File: src/rtl/mvp_pkg.sv
// Shared types and constants for the matrix x vector sequencer: FSM states,
// row-tag format carried alongside the dot-product pipeline, default latency.
package mvp_pkg;

  typedef enum logic [1:0] {
    IDLE  = 2'd0,
    ISSUE = 2'd1,
    DRAIN = 2'd2,
    DONE  = 2'd3
  } state_t;

  localparam int N_ROWS = 4;

  typedef struct packed {
    logic       valid;
    logic [1:0] row;
  } tag_t;

  localparam int DP_LATENCY_DEFAULT = 3;

endpackage

File: src/rtl/mat_vec_sequencer_if.sv
// Producer/consumer handshake bundle of the sequencer: matrix/vector in,
// result vector out. The sequencer takes the slave side.
interface mat_vec_sequencer_if #(
  parameter int WIDTH = 32
);

  logic                    in_valid;
  logic                    in_ready;
  logic signed [WIDTH-1:0] m_in [16];
  logic signed [WIDTH-1:0] v_in [4];
  logic                    out_valid;
  logic                    out_ready;
  logic signed [WIDTH-1:0] r_out [4];

  modport master (
    output in_valid, m_in, v_in, out_ready,
    input  in_ready, out_valid, r_out
  );

  modport slave (
    input  in_valid, m_in, v_in, out_ready,
    output in_ready, out_valid, r_out
  );

endinterface

File: src/rtl/mvp_tag_pipe.sv
// Row-tag delay line matching the dot-product unit latency; the tail tag
// tells the sequencer which result row dp_out belongs to on this edge.
module mvp_tag_pipe
  import mvp_pkg::*;
#(
  parameter int DEPTH = DP_LATENCY_DEFAULT
) (
  input  logic clk_in,
  input  logic rst_n_in,
  input  tag_t push_tag,
  output tag_t tail_tag
);

  tag_t tag_p [DEPTH];

  always_ff @(posedge clk_in or negedge rst_n_in) begin
    if (!rst_n_in) begin
      for (int i = 0; i < DEPTH; i++) tag_p[i] <= '0;
    end else begin
      tag_p[0] <= push_tag;
      for (int i = 1; i < DEPTH; i++) tag_p[i] <= tag_p[i-1];
    end
  end

  assign tail_tag = tag_p[DEPTH-1];

endmodule

File: src/rtl/mat_vec_sequencer.sv
// Feeds a captured 4x4 matrix row by row, with the captured vector, into an
// external pipelined dot-product unit and gathers the four results by row tag.
module mat_vec_sequencer
  import mvp_pkg::*;
#(
  parameter int WIDTH      = 32,
  parameter int DP_LATENCY = DP_LATENCY_DEFAULT
) (
  input  logic                    clk_in,
  input  logic                    rst_n_in,
  mat_vec_sequencer_if.slave      bus,
  output logic                    busy,
  output logic signed [WIDTH-1:0] dp_x0,
  output logic signed [WIDTH-1:0] dp_x1,
  output logic signed [WIDTH-1:0] dp_x2,
  output logic signed [WIDTH-1:0] dp_x3,
  output logic signed [WIDTH-1:0] dp_y0,
  output logic signed [WIDTH-1:0] dp_y1,
  output logic signed [WIDTH-1:0] dp_y2,
  output logic signed [WIDTH-1:0] dp_y3,
  input  logic signed [WIDTH-1:0] dp_out
);

  state_t                  state;
  logic [1:0]              row_cnt;
  logic                    out_valid_q;
  logic signed [WIDTH-1:0] m_p0 [16];
  logic signed [WIDTH-1:0] v_p0 [4];
  logic signed [WIDTH-1:0] r_q  [4];
  logic                    issuing;
  tag_t                    push_tag;
  tag_t                    tail_tag;

  assign issuing       = (state == ISSUE);
  assign busy          = (state != IDLE);
  assign bus.in_ready  = (state == IDLE);
  assign bus.out_valid = out_valid_q;
  assign bus.r_out     = r_q;

  always_comb begin
    push_tag       = '0;
    push_tag.valid = issuing;
    push_tag.row   = row_cnt;
  end

  // Operands come straight from captured state so the unit samples row k at E(k+1).
  always_comb begin
    dp_x0 = '0;
    dp_x1 = '0;
    dp_x2 = '0;
    dp_x3 = '0;
    dp_y0 = '0;
    dp_y1 = '0;
    dp_y2 = '0;
    dp_y3 = '0;
    if (issuing) begin
      dp_x0 = m_p0[{row_cnt, 2'd0}];
      dp_x1 = m_p0[{row_cnt, 2'd1}];
      dp_x2 = m_p0[{row_cnt, 2'd2}];
      dp_x3 = m_p0[{row_cnt, 2'd3}];
      dp_y0 = v_p0[0];
      dp_y1 = v_p0[1];
      dp_y2 = v_p0[2];
      dp_y3 = v_p0[3];
    end
  end

  mvp_tag_pipe #(
    .DEPTH(DP_LATENCY)
  ) u_tag_pipe (
    .clk_in  (clk_in),
    .rst_n_in(rst_n_in),
    .push_tag(push_tag),
    .tail_tag(tail_tag)
  );

  always_ff @(posedge clk_in or negedge rst_n_in) begin
    if (!rst_n_in) begin
      state       <= IDLE;
      row_cnt     <= '0;
      out_valid_q <= 1'b0;
      for (int i = 0; i < 16; i++) m_p0[i] <= '0;
      for (int i = 0; i < N_ROWS; i++) begin
        v_p0[i] <= '0;
        r_q[i]  <= '0;
      end
    end else begin
      // Results are written whenever a tagged row leaves the pipe, in any state.
      if (tail_tag.valid) r_q[tail_tag.row] <= dp_out;

      case (state)
        IDLE: begin
          if (bus.in_valid) begin
            m_p0    <= bus.m_in;
            v_p0    <= bus.v_in;
            row_cnt <= '0;
            state   <= ISSUE;
          end
        end
        ISSUE: begin
          row_cnt <= row_cnt + 2'd1;
          if (row_cnt == 2'(N_ROWS - 1)) state <= DRAIN;
        end
        DRAIN: begin
          if (tail_tag.valid && tail_tag.row == 2'(N_ROWS - 1)) begin
            state       <= DONE;
            out_valid_q <= 1'b1;
          end
        end
        DONE: begin
          if (bus.out_ready) begin
            state       <= IDLE;
            out_valid_q <= 1'b0;
          end
        end
        default: state <= IDLE;
      endcase
    end
  end

endmodule

File: src/flat_wrapper.sv
// flat-port wrapper written by rule: the top's interface ports become plain ports
module mat_vec_sequencer_flat import mvp_pkg::*;
#(
  parameter int WIDTH      = 32,
  parameter int DP_LATENCY = DP_LATENCY_DEFAULT
)
  (clk_in, rst_n_in, busy, dp_x0, dp_x1, dp_x2, dp_x3, dp_y0, dp_y1, dp_y2, dp_y3, dp_out, bus_in_valid, bus_m_in, bus_v_in, bus_out_ready, bus_in_ready, bus_out_valid, bus_r_out);
  mat_vec_sequencer_if #(.WIDTH(WIDTH)) bus_i ();
  input  logic clk_in;
  input  logic rst_n_in;
  output logic busy;
  output logic signed [WIDTH-1:0] dp_x0;
  output logic signed [WIDTH-1:0] dp_x1;
  output logic signed [WIDTH-1:0] dp_x2;
  output logic signed [WIDTH-1:0] dp_x3;
  output logic signed [WIDTH-1:0] dp_y0;
  output logic signed [WIDTH-1:0] dp_y1;
  output logic signed [WIDTH-1:0] dp_y2;
  output logic signed [WIDTH-1:0] dp_y3;
  input  logic signed [WIDTH-1:0] dp_out;
  input wire logic [$bits(bus_i.in_valid)-1:0] bus_in_valid;
  input wire logic [$bits(bus_i.m_in)-1:0] bus_m_in;
  input wire logic [$bits(bus_i.v_in)-1:0] bus_v_in;
  input wire logic [$bits(bus_i.out_ready)-1:0] bus_out_ready;
  output wire logic [$bits(bus_i.in_ready)-1:0] bus_in_ready;
  output wire logic [$bits(bus_i.out_valid)-1:0] bus_out_valid;
  output wire logic [$bits(bus_i.r_out)-1:0] bus_r_out;
  assign bus_i.in_valid = bus_in_valid;
  assign bus_i.m_in = {>>{bus_m_in}};
  assign bus_i.v_in = {>>{bus_v_in}};
  assign bus_i.out_ready = bus_out_ready;
  assign bus_in_ready = bus_i.in_ready;
  assign bus_out_valid = bus_i.out_valid;
  assign bus_r_out = {>>{bus_i.r_out}};
  mat_vec_sequencer #(.WIDTH(WIDTH), .DP_LATENCY(DP_LATENCY)) u_core (.clk_in(clk_in), .rst_n_in(rst_n_in), .bus(bus_i), .busy(busy), .dp_x0(dp_x0), .dp_x1(dp_x1), .dp_x2(dp_x2), .dp_x3(dp_x3), .dp_y0(dp_y0), .dp_y1(dp_y1), .dp_y2(dp_y2), .dp_y3(dp_y3), .dp_out(dp_out));
endmodule
File: config.mk
export PLATFORM = sky130hd
export DESIGN_NAME = mat_vec_sequencer_flat
export DESIGN_NICKNAME = d
export VERILOG_FILES = /design/src/rtl/mvp_pkg.sv /design/src/rtl/mat_vec_sequencer_if.sv /design/src/rtl/mvp_tag_pipe.sv /design/src/rtl/mat_vec_sequencer.sv /design/src/flat_wrapper.sv
export SDC_FILE = /design/constraint.sdc
export NUM_CORES = 1
export LEC_CHECK = 0
export ABC_AREA = 1
export BUFFER_PORTS_ARGS = -buffer_cell sky130_fd_sc_hd__clkbuf_2
export CAP_MARGIN = 10
export CORE_AREA = 2 2 414 416
export DETAILED_ROUTE_END_ITERATION = 10
export DIE_AREA = 0 0 416 418
export GPL_ROUTABILITY_DRIVEN = 0
export GPL_TIMING_DRIVEN = 0
export PLACE_DENSITY = 0.47
export SLEW_MARGIN = 25
export SYNTH_ARGS = -nofsm -noshare
export SYNTH_HDL_FRONTEND = slang
export SYNTH_SLANG_ARGS = --single-unit
export TNS_END_PERCENT = 100
File: constraint.sdc
create_clock -name clk_in -period 1.9 [get_ports clk_in]
set_input_delay 0.38 -clock clk_in [delete_from_list [all_inputs] [get_ports clk_in]]
set_output_delay 0.38 -clock clk_in [all_outputs]
set_load 0.1 [all_outputs]
==> reports/summary.txt, run 1 <==
logic gate share of total power - 0.617
P&R area growth vs syn - 76.7%
Final Max Slew Viols - 0
top routing layer in use - met5
commonest cells in the netlist - dfrtp_1 (782), nor2_1 (642), nand2_1 (526)
clock root buffer - clkbuf_16
Clock Tree Buf Depth - 3
Synth Area per Inst - 9.86 um^2
Die Ht - 418 um
Net Switching - 0.0656 W
met2 WL - 88,900 um
Via density - 4.23
die width - 416 um
Vias - 32,800
Layout Nets - 6,118
IO buf count - 1,062
outcome - finished, violations left
htree depth - 3
Placement Setup Slack - -1510 ps
crit-path max FO - 6
power per cell area - 2100 nW/um^2
pin count of the biggest net entering global routing - 79
Reg power frac - 0.233
Synth cell types - 17
Routed met3 length - 7870 um
Post-synth EDFFs - 0
crit path time final - 2930 ps
vias in the first global route - 34,800
die area - 174,000 um^2
hpwl dp - 120,000 um
initial antenna violation count - 46
Skew-Pair Late Insertion Delay - 740 ps
drt total wl - 169,000 um
io pins - 1,063
Req. time, crit path - 1520 ps
core footprint - 169,000 um^2
Final WS setup - -1030 ps
synth warn - 0
Power Internal - 0.0631 W
Synth area leader - dfrtp_1
Fin Clk Skew - 28.8 ps
FMAX - 342 MHz
worst r2r src - u_core.state[0]
critical path startpoint category - flop
final setup fails - 1,068
drt first pass iters - 5
met1 wire length - 65,300 um
Placed Area - 44,100 um^2
count leader, synth - dfrtp_1
actual slew at the worst max-slew pin - 933 ps
Remaining Overflow, GRT - 0
Critical Path Source - u_core.row_cnt[0]
Cell Area, Synth - 34,700 um^2
Sw Ratio - 0.510
Seq/Total Area, Yosys - 0.564
final hold vios - 0
Max transition margin - 0.378
total CTS buffers - 99
Final ANT Viol Nets - 0
FFs w/ async S/R, synth - 1.00
largest cells by area after synthesis - dfrtp_1 (56%), mux2_2 (10%), nor2_1 (6.9%)
Mapped Nets - 4,201
layout cells sized above 1 - 0.400
CP endpoint kind - output port
clock-pin slew of the registers on the worst-case setup and hold paths - 60 ps
gr usage total - 0.184
Lkg Pwr - 28.9 nW
Synth top area share - 0.564
Syn Inst Count - 3,519
first-pass GRT wire length - 235,000 um
fin area - 61,300 um^2
crit path DAT - 2550 ps
min-delay worst type - in -> async
Max Cap Viol - 0
unrepaired setup endpoints after global routing - yes
Iter 0 DRT Violations - 1,904
Setup CP Type - reg -> out
Routed wire per std cell - 21.7 um
final period utilization - 1.54
Post-synth top flop - dfrtp_1
Max IR drop VDD - 1850 uV
# DRC - 0
clk sink count - 782
cell row count - 151
initial core utilization - 0.205
failing checks - setup timing
Clk pwr share - 0.150
post-synthesis sequential element count - 782
CTS tree - done
-- critical path, cell delays in order (launching register included) --
cell and delay (ps):
dfrtp_2 450, buf_12 180, clkbuf_16 240, buf_12 140
nor2_1 40, nor2_1 110, o21ai_2 130, a21oi_2 260
buf_12 210
-- kinds of logic (layout without fill, tap and decap cells) --
family	count (synthesis)	after routing	share of synthesized area
flip-flops	782	782	0.564
AND/OR/NAND/NOR	1178	1178	0.128
AO/OA/AOI/OAI	515	515	0.0743
adder cells (fa/ha/maj)	6	6	0.00216
other	0	37	0
buffers and inverters	526	2526	0.0653
multiplexers	512	512	0.166
-- cell usage in the layout, fill, tap and decap left out, types with 19 or more instances in the layout --
master	synthesis	layout
nand2_4	0	23
clkbuf_2	0	815
nand2_2	0	62
dfrtp_1	782	779
buf_6	22	30
mux2_1	200	200
nor2_4	0	25
nand2_1	526	440
a21oi_2	0	54
o21ai_2	0	31
nor2_2	0	49
buf_16	0	19
inv_2	1	69
buf_4	0	37
a21oi_4	0	68
dlygate4sd3_1	0	675
buf_12	0	160
clkbuf_8	0	41
clkbuf_4	0	32
a21oi_1	256	134
nor2_1	642	568
clkbuf_16	0	227
clkinv_2	0	19
o21ai_0	259	159
diode_2	0	37
mux2_2	312	312
clkbuf_1	89	51
buf_2	99	66
inv_1	301	226
o21ai_1	0	68
buf_8	0	30
-- power by group through the flow --
stage / sequential, W / clock [W] / combinational, W
finish: 0.0300 / 0.0194 / 0.0794
global placement: 0.0295 / 0 / 0.0622
floorplan: 0.0382 / 0 / 0.0385
global route: 0.0308 / 0.0206 / 0.0834
detailed placement: 0.0296 / 0 / 0.0627
CTS: 0.0294 / 0.0199 / 0.0729
-- area by class of cell --
| cell class | count | area, um^2 |
|---|---|---|
| Timing Repair Buffer | 1817 | 17400 |
| Clock inverter | 41 | 428 |
| Buffer | 223 | 2390 |
| Tap cell | 2218 | 2780 |
| Antenna cell | 37 | 92.6 |
| Clock buffer | 143 | 2860 |
| Inverter | 302 | 1170 |
| Multi-Input combinational cell | 2211 | 14600 |
| Fill cell | 16700 | 108000 |
| Sequential cell | 782 | 19600 |
-- metrics by stage --
stage	power [W]	utilization	TNS (ps)	std cells	hold slack (ps)
floorplan	0.0767	-	-428110	3519	84.4
global placement	0.0917	0.258	-	6799	342
detailed placement	0.0923	0.261	-955750	6812	328
CTS	0.122	0.344	-694740	7695	47.5
global route	0.135	0.362	-765870	7769	84.4
finish	0.129	0.362	-601790	7774	133
-- routing by layer --
layer,track usage,vias to the layer above
met5,0,-
met4,0.0685,8
met3,0.0353,320
met2,0.334,1030
met1,0.212,16300
li1,-,15200
-- sequential cells by signal, summed over array words and instances (netlist names) --
signal and count:
u_core.v_p0 128, u_core.m_p0 512, u_core.state 2, u_core.u_tag_pipe.tag_p 6, u_core.row_cnt 2, u_core.bus.r_out 128
u_core.bus.out_valid 1, u_core.u_tag_pipe.tail_tag 3
-- repair_timing --
| action | CTS | global route |
|---|---|---|
| gates resized for setup | 827 | 872 |
| buffers inserted | 15 | 24 |
| cloned | 10 | 19 |
| pin swaps | 11 | 112 |
| endpoints found under the setup margin | 1084 | 1177 |
| hold endpoints to repair | 984 | 0 |
| hold buffers | 675 | 0 |
-- final timing paths --
kind | end | slack, ps | cells past startpoint
worst max-delay path | dp_x1[7] | -1030 | 8
worst min-delay path | u_core.v_p0[115] | 130 | 2
worst max register to register | u_core.m_p0[168] | -740 | 7
worst min register to register | u_core.u_tag_pipe.tag_p[5] | 360 | 0
max in group asynchronous | u_core.bus.r_out[117] | 50 | 6
min in group clk_in | u_core.u_tag_pipe.tag_p[5] | 360 | 0
Note: power is estimated with default switching activity, not from simulation.
==> inputs of run 2 (changes only) <==
--- a/config.mk
+++ b/config.mk
@@ -14,6 +14,7 @@
 export GPL_ROUTABILITY_DRIVEN = 0
 export GPL_TIMING_DRIVEN = 0
 export PLACE_DENSITY = 0.47
+export REMOVE_ABC_BUFFERS = 1
 export SLEW_MARGIN = 25
 export SYNTH_ARGS = -nofsm -noshare
 export SYNTH_HDL_FRONTEND = slang
==> run 2 against run 1 <==
The flow still finishes with violations (setup timing). First-iteration DRC count up 26%. Clock power fell by 4%. Register-to-register slack improved by 190 ps.
==> reports/summary.txt, run 2 (synthesis gave the netlist of run 1 again) <==
most frequent cells in the layout - clkbuf_2 (838), dfrtp_1 (779), dlygate4sd3_1 (674), nor2_1 (600), nand2_1 (495)
total CTS buffers - 95 (-4.0%)
P&R area growth vs syn - 74.8%
crit-path max FO - 9 (+3)
min-delay src - bus_in_valid
gr usage total - 0.164 (-0.0199)
clock-pin slew of the registers on the worst-case setup and hold paths - 60 ps (about the same)
drt first pass iters - 5 (unchanged)
core footprint - 169,000 um^2 (unchanged)
power per cell area - 2090 nW/um^2 (-0.34%)
CP Cell Sequence - buf_16, buf_16, buf_16, nor2_2, nor2_1, nand2_1, a21oi_4, clkbuf_16
CP endpoint kind - output port
Max transition margin - 0.529 (+0.151)
Setup CP Type - reg -> out
FMAX - 337 MHz (-1.5%)
clock root buffer - clkbuf_16
first-pass GRT wire length - 214,000 um (-9.0%)
io pins - 1,063 (unchanged)
die area - 174,000 um^2 (unchanged)
failing checks - setup timing
unrepaired setup endpoints after global routing - yes
vias in the first global route - 32,900 (-5.4%)
min-delay worst type - in -> reg
Routed met3 length - 10,200 um (+29%)
Fin Clk Skew - 24.2 ps (-4.59 ps)
crit path DAT - 2590 ps (+40 ps)
top routing layer in use - met5
drt total wl - 167,000 um (-0.94%)
actual slew at the worst max-slew pin - 704 ps (-229 ps)
Remaining Overflow, GRT - 0 (unchanged)
Req. time, crit path - 1520 ps (about the same)
Largest register FFs - 512 (unchanged)
critical path startpoint category - flop
Routed wire per std cell - 21.6 um (-0.21%)
Max IR drop VDD - 1300 uV (-30%)
fin area - 60,600 um^2 (-1.1%)
Layout Nets - 6,096 (-0.36%)
initial antenna violation count - 21 (-54%)
Placed Area - 43,000 um^2 (-2.4%)
Final Max Slew Viols - 0 (unchanged)
met2 WL - 83,000 um (-6.7%)
Final ANT Viol Nets - 0 (unchanged)
Max Cap Viol - 0 (unchanged)
CP max-delay cell - dfrtp_4
Via density - 4.31 (+2.0%)
Lkg Pwr - 29.3 nW (+1.5%)
crit path time final - 2970 ps (+43.8 ps)
Skew-Pair Late Insertion Delay - 710 ps (-30 ps)
outcome - finished, violations left
met1 wire length - 69,300 um (+6.1%)
Die Ht - 418 um (unchanged)
layout cells sized above 1 - 0.375 (-0.0249)
CTS tree - done
cell row count - 151 (unchanged)
Final WS setup - -1070 ps (-43.8 ps)
minimum hold slack - 218 ps (+85.1 ps)
final setup fails - 1,281 (+20%)
Iter 0 DRT Violations - 2,392 (+26%)
pin count of the biggest net entering global routing - 77 (-2.5%)
most common cell after layout, fill and taps aside - clkbuf_2
CP dominant cell by count - buf_16
IO buf count - 1,062 (unchanged)
final hold vios - 0 (unchanged)
Biggest register - u_core.m_p0
hpwl dp - 92,300 um (-23%)
worst r2r src - u_core.state[1]
Critical Path Source - u_core.row_cnt[0]
htree depth - 3 (unchanged)
initial core utilization - 0.205 (unchanged)
die width - 416 um (unchanged)
clk sink count - 782 (unchanged)
largest stage delay on the critical path - 490 ps (+40 ps)
Vias - 33,300 (+1.3%)
final period utilization - 1.56 (+0.0231)
# DRC - 0 (unchanged)
Clock Tree Buf Depth - 3 (unchanged)
==> run 2: changes by cell type in the layout (fill, tap and decap cells not counted), sizes merged <==
cell	change
bufbuf	+3
clkbuf	+41
dlygate4sd3	-1
nand2	+1
bufinv	+1
inv	-1
buf	-78
diode	-23
==> run 2: final cells by class <==
class / instances / area [um^2]
multi-input combinational: 2212 / 13900
fill: 16900 / 108000
clock inverter: 32 / 415
antenna: 14 / 35.0
sequential: 782 / 19600
tap: 2218 / 2780
timing repair inverter: 9 / 160
inverter: 302 / 1220
clock buffer: 136 / 2720
timing repair buffer: 2012 / 19800
==> run 2: path summary, 6_finish.rpt <==
| kind | to | slack (ps) | depth (start not counted) |
|---|---|---|---|
| max | dp_x3[14] | -1070 | 8 |
| min | u_core.row_cnt[0] | 220 | 5 |
| max reg2reg | u_core.v_p0[40] | -550 | 11 |
| min reg2reg | u_core.u_tag_pipe.tail_tag[2] | 340 | 0 |
| max in group asynchronous | u_core.m_p0[218] | -760 | 9 |
| min in group asynchronous | u_core.bus.r_out[57] | 960 | 6 |
==> run 2: where the power goes <==
group | leakage (nW) | switching, W | internal [W]
Combinational | 18.7 | 0.0525 | 0.0260
Clock | 1.53 | 0.00800 | 0.0107
Sequential | 9.11 | 0.00461 | 0.0251
Total | 29.3 | 0.0651 | 0.0618
==> run 2: metal layers <==
layer  global-route usage  vias to the layer above
met3               0.0346                      256
met2                0.285                     1241
met1                0.201                    16600
li1                     -                    15100
met5                    0                        -
met4               0.0512                        6
==> run 2: per-stage QoR <==
step	setup TNS (ps)	cells	total power (W)	util	worst slack [ps]
CTS	-793630	7540	0.118	0.337	-1190
global placement	-	6575	0.0520	0.246	-25590
detailed placement	-943150	6622	0.0879	0.254	-1800
finish	-539100	7717	0.127	0.358	-1070
floorplan	-	3295	0.0550	-	-16170
global route	-662890	7713	0.132	0.358	-1190
==> run 2: repair_timing <==
item	4_1_cts	5_1_grt
endpoints found under the hold margin	962	0
endpoints found under the setup margin	1029	1386
setup buffers	37	85
gates resized for setup	631	392
hold buffers	678	0
cloned	36	82
pin swaps	32	59
==> run 2: worst max-delay path: cells and delay by family (launching register included) <==
family	cells	cell delay, ps
AND/OR/NAND/NOR	3	240
flip-flops	1	490
AO/OA/AOI/OAI	1	300
buffers and inverters	4	810
==> inputs of run 3 (changes only) <==
--- a/config.mk
+++ b/config.mk
@@ -18,5 +18,6 @@
 export SLEW_MARGIN = 25
 export SYNTH_ARGS = -nofsm -noshare
 export SYNTH_HDL_FRONTEND = slang
+export SYNTH_HIERARCHICAL = 1
 export SYNTH_SLANG_ARGS = --single-unit
 export TNS_END_PERCENT = 100
==> run 3 against run 2 <==
The run ends with hold timing, setup timing left. Sequential power about the same. Via count decreased by 1.9%. Sequential share of layout area decreased by 0.17 points. Cell area increased by 0.52%. Critical path depth increased by 1. Area after synthesis about the same. Maximum frequency decreased by 0.11%. Critical path type unchanged. Largest cell class is now flip-flops and latches. Highest routed layer unchanged.
==> reports/summary.txt, run 3 <==
Final ANT Viol Nets - 0 (unchanged)
Reg area - 19,600 um^2 (unchanged)
total CTS buffers - 96 (+1.1%)
Clock Tree Buf Depth - 3 (unchanged)
Max Cap Viol - 0 (unchanged)
drt first pass iters - 6 (+1)
IO buf count - 1,062 (unchanged)
Critical Path Source - u_core/row_cnt[1]
Iter 0 DRT Violations - 1,937 (-19%)
actual slew at the worst max-slew pin - 619 ps (-85.1 ps)
outcome - finished, violations left
first-pass GRT wire length - 224,000 um (+4.6%)
P&R area growth vs syn - 75.6%
Seq/Total Area, Yosys - 0.564 (about the same)
Routed met3 length - 9990 um (-1.6%)
Final Max Slew Viols - 0 (unchanged)
final period utilization - 1.57 (+0.00168)
drt total wl - 162,000 um (-3.1%)
CP Capture Point - dp_x0[24]
Placement Setup Slack - -1850 ps (-48.3 ps)
largest cells by area after synthesis - dfrtp_1 (56%), mux2_2 (10%), nor2_1 (6.9%)
total power - 0.128 W (+0.76%)
FMAX - 336 MHz (-0.11%)
initial antenna violation count - 27 (+29%)
gr usage total - 0.173 (+0.00925)
FFs w/ async S/R, synth - 1.00 (unchanged)
layout cells sized above 1 - 0.390 (+0.0156)
synth warn - 6 (+6)
Fin Clk Skew - 39.0 ps (+14.7 ps)
Largest register FFs - 512 (unchanged)
fin area - 60,900 um^2 (+0.52%)
commonest cells in the netlist - dfrtp_1 (782), nor2_1 (642), nand2_1 (524)
clock-pin slew of the registers on the worst-case setup and hold paths - 60 ps (about the same)
minimum hold slack - -309 ps (-527 ps)
reg-to-reg setup timing slack - -750 ps (-200 ps)
critical path startpoint category - flop
Synth cell types - 18 (+1)
Max transition margin - 0.589 (+0.0600)
most common cell after layout, fill and taps aside - clkbuf_2
Max IR drop VDD - 1610 uV (+24%)
htree depth - 3 (unchanged)
count leader, synth - dfrtp_1
CTS tree - done
Lkg Pwr - 29.0 nW (-1.1%)
io pins - 1,063 (unchanged)
CP endpoint kind - output port
hpwl dp - 91,100 um (-1.3%)
clk sink count - 782 (unchanged)
crit path DAT - 2590 ps (about the same)
Setup CP Type - reg -> out
Vias - 32,600 (-1.9%)
Post-CTS Hold Buffers - 673 (-0.74%)
Synth area leader - dfrtp_1
Via density - 4.26 (-1.3%)
Post-synth EDFFs - 0 (unchanged)
R2R depth - 10 (-1)
final setup fails - 800 (-38%)
initial core utilization - 0.205 (about the same)
worst r2r src - u_core/state[1]
crit path time final - 2970 ps (+3.19 ps)
Core Util, Final - 0.360 (+0.00185)
met2 WL - 80,100 um (-3.4%)
failing checks - hold timing, setup timing
Worst R2R End - u_core/m_p0[32]
crit-path max FO - 9 (unchanged)
# DRC - 0 (unchanged)
unrepaired setup endpoints after global routing - yes
Synth Area per Inst - 9.86 um^2 (about the same)
post-synthesis sequential element count - 782 (unchanged)
Cell Area, Synth - 34,700 um^2 (about the same)
Skew-Pair Late Insertion Delay - 740 ps (+30 ps)
die area - 174,000 um^2 (unchanged)
Syn Inst Count - 3,519 (unchanged)
power per cell area - 2100 nW/um^2 (+0.24%)
Remaining Overflow, GRT - 0 (unchanged)
Post-synth top flop - dfrtp_1
pin count of the biggest net entering global routing - 77 (unchanged)
clock root buffer - clkbuf_16
final hold vios - 73 (+73)
Biggest register - u_core/m_p0
Placed Area - 43,000 um^2 (about the same)
Routed wire per std cell - 21.1 um (-2.5%)
most frequent cells in the layout - clkbuf_2 (812), dfrtp_1 (779), dlygate4sd3_1 (673), nor2_1 (512), nand2_1 (449)
Req. time, crit path - 1520 ps (about the same)
die width - 416 um (unchanged)
vias in the first global route - 34,000 (+3.3%)
Multi-input gate area - 14,600 um^2 (+5.5%)
Synth top area share - 0.564 (about the same)
filler cell count in the final layout - 16,700 (-1.3%)
Die Ht - 418 um (unchanged)
core footprint - 169,000 um^2 (unchanged)
top routing layer in use - met5
Final WS setup - -1070 ps (-3.19 ps)
cell row count - 151 (unchanged)
met1 wire length - 65,100 um (-6.0%)
Layout Nets - 6,042 (-0.89%)
min-delay worst type - in -> async
## run 3: changes by cell type after synthesis, sizes merged
cell / before / now
nand4: 2 / 1
inv: 302 / 299
or2: 1 / 2
nand3: 7 / 9
nand2: 526 / 524
buf: 135 / 132
clkbuf: 89 / 95
## run 3: kinds of logic (layout without fill, tap and decap cells)
| group | count (synthesis) | in the layout | share of synthesized area |
|---|---|---|---|
| AND/OR/NAND/NOR | 1178 | 1179 | 0.128 |
| flip-flops | 782 | 782 | 0.564 |
| buffers and inverters | 526 | 2439 | 0.0654 |
| AO/OA/AOI/OAI | 515 | 515 | 0.0743 |
| multiplexers | 512 | 512 | 0.166 |
| adder cells (fa/ha/maj) | 6 | 6 | 0.00216 |
| other | 0 | 18 | 0 |
## run 3: timing repair
action,CTS,global route
cloned,53,31
setup buffers,65,39
hold endpoints to repair,836,73
pin swaps,101,129
setup endpoints to repair,1026,900
gates resized for setup,876,394
## run 3: per-stage QoR
stage	instances	setup TNS [ps]
after floorplan	3292	-
after global placement	6572	-
after detailed placement	6620	-779620
after CTS	7582	-426900
after global routing	7668	-460940
final	7669	-368860
## run 3: layout make-up
type,instances,share of cell area
diodes,18,0.000739
clock buffers,148,0.0470
clock inverters,23,0.00427
inverters,299,0.0194
multi-input cells,2212,0.240
flip-flops and latches,782,0.321
well taps,2218,0.0455
repair buffers,1957,0.318
repair inverters,12,0.00372
## run 3: layer usage
metal | GRT usage | vias up
met5 | 0 | -
met4 | 0.0689 | 8
met3 | 0.0372 | 313
met2 | 0.299 | 1180
met1 | 0.208 | 16100
li1 | - | 15000
## run 3: worst min path at each step
stage | from | slack [ps] | end
2_1_floorplan | rst_n_in | 80 | u_core/bus.out_valid
3_3_place_gp | u_core/u_tag_pipe/tag_p[6] | 330 | u_core/u_tag_pipe/tag_p[3]
3_5_place_dp | u_core/u_tag_pipe/tag_p[5] | 330 | u_core/u_tag_pipe/tail_tag[2]
4_1_cts | rst_n_in | -380 | u_core/m_p0[300]
5_1_grt | rst_n_in | -340 | u_core/bus.r_out[109]
6_report | rst_n_in | -310 | u_core/bus.r_out[95]
## run 3: power by group
group | switching [W] | internal (W)
Sequential | 0.00456 | 0.0251
Combinational | 0.0530 | 0.0265
Clock | 0.00784 | 0.0109
Total | 0.0654 | 0.0625
## run 3: critical path, cell delays in order (launching register included)
cell and delay, ps:
dfrtp_4 440, buf_16 140, buf_16 160, inv_16 80, buf_12 170, buf_12 140, nor2_1 110, o21ai_0 90
a21oi_1 190, clkbuf_8 280
